### src/rtl/ll_multi_queue_ctrl.sv
// Multi-queue linked-list engine: NUM_QUEUES FIFOs share one LL_DEPTH-entry pool.
// The free list is built by an init walk after reset. Dequeue data is returned READ_DELAY cycles after the request.
module ll_multi_queue_ctrl #(
  parameter int NUM_QUEUES = 4,
  parameter int LL_DEPTH   = 64,
  parameter int DATA_WIDTH = 6,
  parameter int READ_DELAY = 3,
  parameter int AFULL_THR  = 8,
  localparam int ID_W  = $clog2(NUM_QUEUES),
  localparam int CNT_W = $clog2(LL_DEPTH + 1)
) (
  input  logic                        clk,
  input  logic                        reset,
  output logic                        init_done,
  input  logic                        enq_vld_in,
  input  logic [ID_W-1:0]             enq_id_in,
  input  logic [DATA_WIDTH-1:0]       enq_data_in,
  input  logic                        deq_vld_in,
  input  logic [ID_W-1:0]             deq_id_in,
  output logic                        deq_vld_out,
  output logic [ID_W-1:0]             deq_id_out,
  output logic [DATA_WIDTH-1:0]       deq_data_out,
  output logic [NUM_QUEUES*CNT_W-1:0] q_cnt_out,
  output logic [CNT_W-1:0]            free_cnt_out,
  output logic [NUM_QUEUES-1:0]       q_empty_out,
  output logic [NUM_QUEUES-1:0]       q_afull_out,
  output logic                        full_out,
  output logic                        enq_err_out,
  output logic                        deq_err_out
);
  localparam int AW = $clog2(LL_DEPTH);
  typedef logic [AW-1:0]    addr_t;
  typedef logic [CNT_W-1:0] cnt_t;
  typedef enum logic {S_INIT, S_RUN} state_t;

  state_t                state_q, state_d;
  addr_t                 init_ptr;
  logic                  init_last, run;
  addr_t                 next_mem [LL_DEPTH];
  logic [DATA_WIDTH-1:0] data_mem [LL_DEPTH];
  addr_t                 q_head [NUM_QUEUES];
  addr_t                 q_tail [NUM_QUEUES];
  cnt_t                  q_cnt  [NUM_QUEUES];
  addr_t                 free_head, free_tail;
  cnt_t                  free_cnt;
  logic                  enq_ok, deq_ok, same_q, enq_reuse_head;
  addr_t                 enq_addr, deq_addr;
  logic [NUM_QUEUES-1:0] enq_hit, deq_hit;

  logic                  pipe_vld  [READ_DELAY];
  logic [ID_W-1:0]       pipe_id   [READ_DELAY];
  logic [DATA_WIDTH-1:0] pipe_data [READ_DELAY];

  always_comb begin
    state_d = state_q;
    if (state_q == S_INIT && init_last) state_d = S_RUN;
  end

  assign init_last = (init_ptr == addr_t'(LL_DEPTH - 1));
  assign run       = (state_q == S_RUN);
  assign init_done = run;
  assign enq_ok    = run && enq_vld_in && (free_cnt != '0);
  assign deq_ok    = run && deq_vld_in && (q_cnt[deq_id_in] != '0);
  assign same_q    = (enq_id_in == deq_id_in);
  assign enq_addr  = free_head;
  assign deq_addr  = q_head[deq_id_in];
  // New entry becomes head when its queue is empty, or is emptied by the same-cycle dequeue.
  assign enq_reuse_head = (q_cnt[enq_id_in] == '0) ||
                          (deq_ok && same_q && q_cnt[enq_id_in] == cnt_t'(1));

  always_comb begin
    enq_hit = '0;
    deq_hit = '0;
    for (int unsigned i = 0; i < NUM_QUEUES; i++) begin
      enq_hit[i] = enq_ok && (enq_id_in == ID_W'(i));
      deq_hit[i] = deq_ok && (deq_id_in == ID_W'(i));
    end
  end

  always_ff @(posedge clk) begin
    if (reset) begin
      state_q     <= S_INIT;
      init_ptr    <= '0;
      free_head   <= '0;
      free_tail   <= addr_t'(LL_DEPTH - 1);
      free_cnt    <= '0;
      enq_err_out <= 1'b0;
      deq_err_out <= 1'b0;
      for (int unsigned i = 0; i < NUM_QUEUES; i++) begin
        q_head[i] <= '0;
        q_tail[i] <= '0;
        q_cnt[i]  <= '0;
      end
    end else begin
      state_q     <= state_d;
      enq_err_out <= run && enq_vld_in && (free_cnt == '0);
      deq_err_out <= run && deq_vld_in && (q_cnt[deq_id_in] == '0);
      if (state_q == S_INIT) begin
        init_ptr <= init_ptr + addr_t'(1);
        if (init_last) free_cnt <= cnt_t'(LL_DEPTH);
      end
      for (int unsigned i = 0; i < NUM_QUEUES; i++) begin
        if (enq_hit[i] && !deq_hit[i]) q_cnt[i] <= q_cnt[i] + cnt_t'(1);
        if (deq_hit[i] && !enq_hit[i]) q_cnt[i] <= q_cnt[i] - cnt_t'(1);
        if (enq_hit[i] && enq_reuse_head) q_head[i] <= enq_addr;
        else if (deq_hit[i])              q_head[i] <= next_mem[q_head[i]];
        if (enq_hit[i]) q_tail[i] <= enq_addr;
      end
      // Free list: pop at head for enqueue, push at tail for dequeue.
      if (enq_ok && deq_ok) begin
        free_head <= (free_cnt == cnt_t'(1)) ? deq_addr : next_mem[free_head];
        free_tail <= deq_addr;
      end else if (enq_ok) begin
        free_head <= next_mem[free_head];
        free_cnt  <= free_cnt - cnt_t'(1);
      end else if (deq_ok) begin
        if (free_cnt == '0) free_head <= deq_addr;
        free_tail <= deq_addr;
        free_cnt  <= free_cnt + cnt_t'(1);
      end
    end
  end

  always_ff @(posedge clk) begin
    if (state_q == S_INIT) next_mem[init_ptr] <= init_ptr + addr_t'(1);
    if (enq_ok) begin
      data_mem[enq_addr] <= enq_data_in;
      if (!enq_reuse_head) next_mem[q_tail[enq_id_in]] <= enq_addr;
    end
    if (deq_ok && free_cnt != '0 && !(enq_ok && free_cnt == cnt_t'(1)))
      next_mem[free_tail] <= deq_addr;
  end

  always_ff @(posedge clk) begin
    if (reset) begin
      for (int unsigned i = 0; i < READ_DELAY; i++) begin
        pipe_vld[i]  <= 1'b0;
        pipe_id[i]   <= '0;
        pipe_data[i] <= '0;
      end
    end else begin
      pipe_vld[0] <= deq_ok;
      if (deq_ok) begin
        pipe_id[0]   <= deq_id_in;
        pipe_data[0] <= data_mem[deq_addr];
      end
      for (int unsigned i = 1; i < READ_DELAY; i++) begin
        pipe_vld[i] <= pipe_vld[i-1];
        if (pipe_vld[i-1]) begin
          pipe_id[i]   <= pipe_id[i-1];
          pipe_data[i] <= pipe_data[i-1];
        end
      end
    end
  end

  assign deq_vld_out  = pipe_vld[READ_DELAY-1];
  assign deq_id_out   = pipe_id[READ_DELAY-1];
  assign deq_data_out = pipe_data[READ_DELAY-1];
  assign free_cnt_out = free_cnt;
  assign full_out     = (free_cnt == '0);

  always_comb begin
    q_cnt_out   = '0;
    q_empty_out = '0;
    q_afull_out = '0;
    for (int unsigned i = 0; i < NUM_QUEUES; i++) begin
      q_cnt_out[i*CNT_W +: CNT_W] = q_cnt[i];
      q_empty_out[i]              = (q_cnt[i] == '0);
      q_afull_out[i]              = (q_cnt[i] >= cnt_t'(AFULL_THR));
    end
  end
endmodule

### config.mk
export PLATFORM = sky130hd
export DESIGN_NAME = ll_multi_queue_ctrl
export DESIGN_NICKNAME = d
export VERILOG_FILES = /design/src/rtl/ll_multi_queue_ctrl.sv
export SDC_FILE = /design/constraint.sdc
export NUM_CORES = 2
export LEC_CHECK = 0
export BUFFER_PORTS_ARGS = -buffer_cell sky130_fd_sc_hd__buf_2
export CORE_ASPECT_RATIO = 2
export CORE_MARGIN = 2
export CORE_UTILIZATION = 46
export CTS_CLUSTER_SIZE = 40
export DETAILED_ROUTE_END_ITERATION = 8
export PLACE_DENSITY_LB_ADDON = 0.2
export SYNTH_ARGS = -nofsm -noshare
export SYNTH_HDL_FRONTEND = slang
export SYNTH_SLANG_ARGS = --single-unit
### constraint.sdc
create_clock -name clk -period 7.96 [get_ports clk]
set_input_delay 1.592 -clock clk [delete_from_list [all_inputs] [get_ports clk]]
set_output_delay 1.592 -clock clk [all_outputs]
set_load 0.1 [all_outputs]
==> summary.txt <==
Pins Over Slew Limit: 0
Period Utilization, post-route: 0.646
Worst EP required: 8.30 ns
Worst path arrival time: 5.48 ns
Antenna violations before repair: 12
Number of synthesized flops with an enable pin: 868
Via density: 7.12
Synth top area share: 0.476
Power Dens Cells: 184 mW/mm²
CP Launch Point: deq_id_in[1]
TritonCTS clock tree: yes
Distinct cells, synth: 78
Yosys top cell by area: edfxtp_1
Hold Vio Cnt, Final: 0
Clock skew: 0.0556 ns
Top cells by count, synth: edfxtp_1 (868), mux4_2 (610), mux2i_1 (406)
Max transition margin: 0.0240
Post-Syn Instances: 3834
Crit-path max FO: 28
Area of the multi-input gates: 0.0265 mm²
Worst-Skew Late Latency: 0.73 ns
Met3 usage: 0.0891
Count leader, synth: edfxtp_1
Core Rows: 179
CTS Buf Count: 86
Synth Flop Type: edfxtp_1
Met1 Use GR: 0.415
Syn Std Cell Area: 0.0548 mm²
Nets: 3729
Status: finished, final reports clean
TritonRoute pass-1 iters: 6
Drt initial violations: 5430
Flop2flop setup slack: 3.07 ns
Yosys reg bits: 905
Net Count, Synth: 3873
First-pass GRT wire length: 267 mm
Sequential fraction of the synthesis area: 0.489
Max VDD drop: 245 µV
Die W: 248 µm
GRT Total Usage: 0.308
Min-delay worst type: flip-flop to flip-flop
Fmax: 0.195 GHz
Syn-to-layout area delta: 8.45%
Clock buffer depth: 3
ANT nets after route: 0
Syn Area/Cell: 14.3 µm²
Routed WL: 187 mm
Reg2reg path depth: 12
Clock root cell: clkbuf_16
Critical path class: input port to flip-flop
Total number of vias: 37800
RSZ-0062 raised after global routing: false
Share of layout cells above drive strength 1: 0.264
Most used routing layer: met2
Top area cells in the synthesized netlist: edfxtp_1 (48%), mux4_2 (25%), mux2i_1 (7.4%)
Initial Util: 0.462
Io pins: 70
Clk sinks: 905
Lkg Pwr: 18.7 nW
Final std cells w/o fill: 5302
# Max-Cap Violations: 0
Clock Pin Slew Worst Setup and Hold Paths: 0.06 ns
RR Startpoint: free_cnt_out[3]$_SDFF_PP0_
Largest net degree at the start of global routing: 99
# H-tree levels: 3
Quantity of I/O buffers inserted on ports: 69
Crit path time final: 5.14 ns
Register Area: 0.0268 mm²
Met2 Usage GRT: 0.450
Reg-to-reg endpoint: q_cnt[1][6]$_SDFFCE_PN0P_
Drt wl/cell: 35.2 µm
Die Span Y: 492 µm
Postcts setup bufs: 0
Synth warn: 0
Placed insts: 5140
End of the critical path: next_mem[47][1]$_DFFE_PP_
DRC: 0
Post-CTS Hold Fix Bufs: 0
Worst Setup Start Kind: input port
Resized cells post-CTS: 0
Vias in the first global route: 36600
Fillers: 9852
Worst-Margin Slew: 1.46 ns
Setup_tns: 0 ns
Dpl hpwl: 120 mm
Die outline area: 0.122 mm²
Core area: 0.118 mm²
Gr ovfl total: 0
Final setup fails: 0
CP endpoint kind: flip-flop
FFs w/ async S/R, synth: 0
GPL Wtd Cong: 0.985
==> area by class of cell <==
class,count,share of cell area
flip-flops and latches,905,0.451
multi-input cells,2523,0.445
clock buffers,96,0.0369
well taps,1538,0.0324
repair buffers,157,0.0195
clock inverters,64,0.0134
inverters,17,0.00107
diodes,2,0.0000843
==> how the worst min path moves through the flow <==
| stage | from | to | depth (start not counted) |
|---|---|---|---|
| 5_1_grt | pipe_vld[0][0]$_SDFF_PP0_ | pipe_vld[0][1]$_SDFF_PP0_ | 1 |
| 3_5_place_dp | pipe_vld[0][0]$_SDFF_PP0_ | pipe_vld[0][1]$_SDFF_PP0_ | 1 |
| 3_3_place_gp | pipe_vld[0][0]$_SDFF_PP0_ | pipe_vld[0][1]$_SDFF_PP0_ | 1 |
| 2_1_floorplan | pipe_vld[0][0]$_SDFF_PP0_ | pipe_vld[0][1]$_SDFF_PP0_ | 1 |
| 6_report | pipe_vld[0][0]$_SDFF_PP0_ | pipe_vld[0][1]$_SDFF_PP0_ | 1 |
| 4_1_cts | pipe_vld[0][0]$_SDFF_PP0_ | pipe_vld[0][1]$_SDFF_PP0_ | 1 |
==> sequential cells by signal, indices dropped and copies added, names as in the netlist, 6 cells and up, named ones only <==
| register | count |
|---|---|
| data_mem | 384 |
| enq_addr | 6 |
| free_cnt_out | 7 |
| free_tail | 6 |
| init_ptr | 6 |
| next_mem | 384 |
| pipe_data | 18 |
| pipe_id | 6 |
| q_cnt | 28 |
| q_head | 24 |
| q_tail | 24 |
==> logic make-up after synthesis <==
family,Yosys count,share of synthesized area
compound gates,411,0.0513
xor+xnor,22,0.00352
fa+ha+maj,25,0.00612
buf+inv,406,0.0299
flops,905,0.489
mux,1055,0.333
simple gates,1010,0.0866
==> metrics by stage <==
stage	area, µm²	hold slack [ns]	setup slack (ns)	utilization	total power [mW]
2_1_floorplan	54800	0.453	1.87	-	6.14
3_3_place_gp	56400	0.458	2.38	0.476	6.57
3_5_place_dp	56400	0.472	2.24	0.476	6.58
4_1_cts	59400	0.483	2.99	0.501	11.0
5_1_grt	59400	0.493	2.72	0.501	11.2
6_report	59400	0.482	2.82	0.501	10.9
==> routing by layer <==
metal | up-vias | wire (µm)
met3 | 528 | 23200
met4 | 12 | 11800
met1 | 19300 | 68000
met5 | - | 74
li1 | 15200 | -
met2 | 2715 | 83700
==> worst max-delay path, cell delays in order <==
cell and delay (ns):
buf_2 0.56, and4b_1 0.32, o41ai_2 0.14, and2_1 0.24, a311oi_2 0.27, buf_4 0.30, nand2b_1 0.50, buf_4 0.36
a32oi_2 0.46, o22ai_1 0.69
==> cell usage in the layout, fill, tap and decap left out, types with 66 or more instances in the layout <==
| master | synthesis | layout |
|---|---|---|
| buf_2 | 59 | 69 |
| mux4_2 | 610 | 609 |
| nand2_1 | 359 | 359 |
| nor2b_1 | 66 | 66 |
| a21oi_1 | 68 | 68 |
| clkbuf_16 | 0 | 86 |
| buf_4 | 9 | 76 |
| nand3_1 | 189 | 189 |
| o21ai_0 | 72 | 71 |
| mux2i_1 | 406 | 405 |
| nor2_1 | 197 | 196 |
| edfxtp_1 | 868 | 868 |
==> where the power goes <==
part           switching [mW]  internal (mW)  total, mW
registers              0.0493           5.25       5.30
clock network            1.98           2.45       4.43
logic                   0.814          0.399       1.21
total                    2.85           8.10       10.9
No activity file was read; power rests on OpenSTA's default activity.
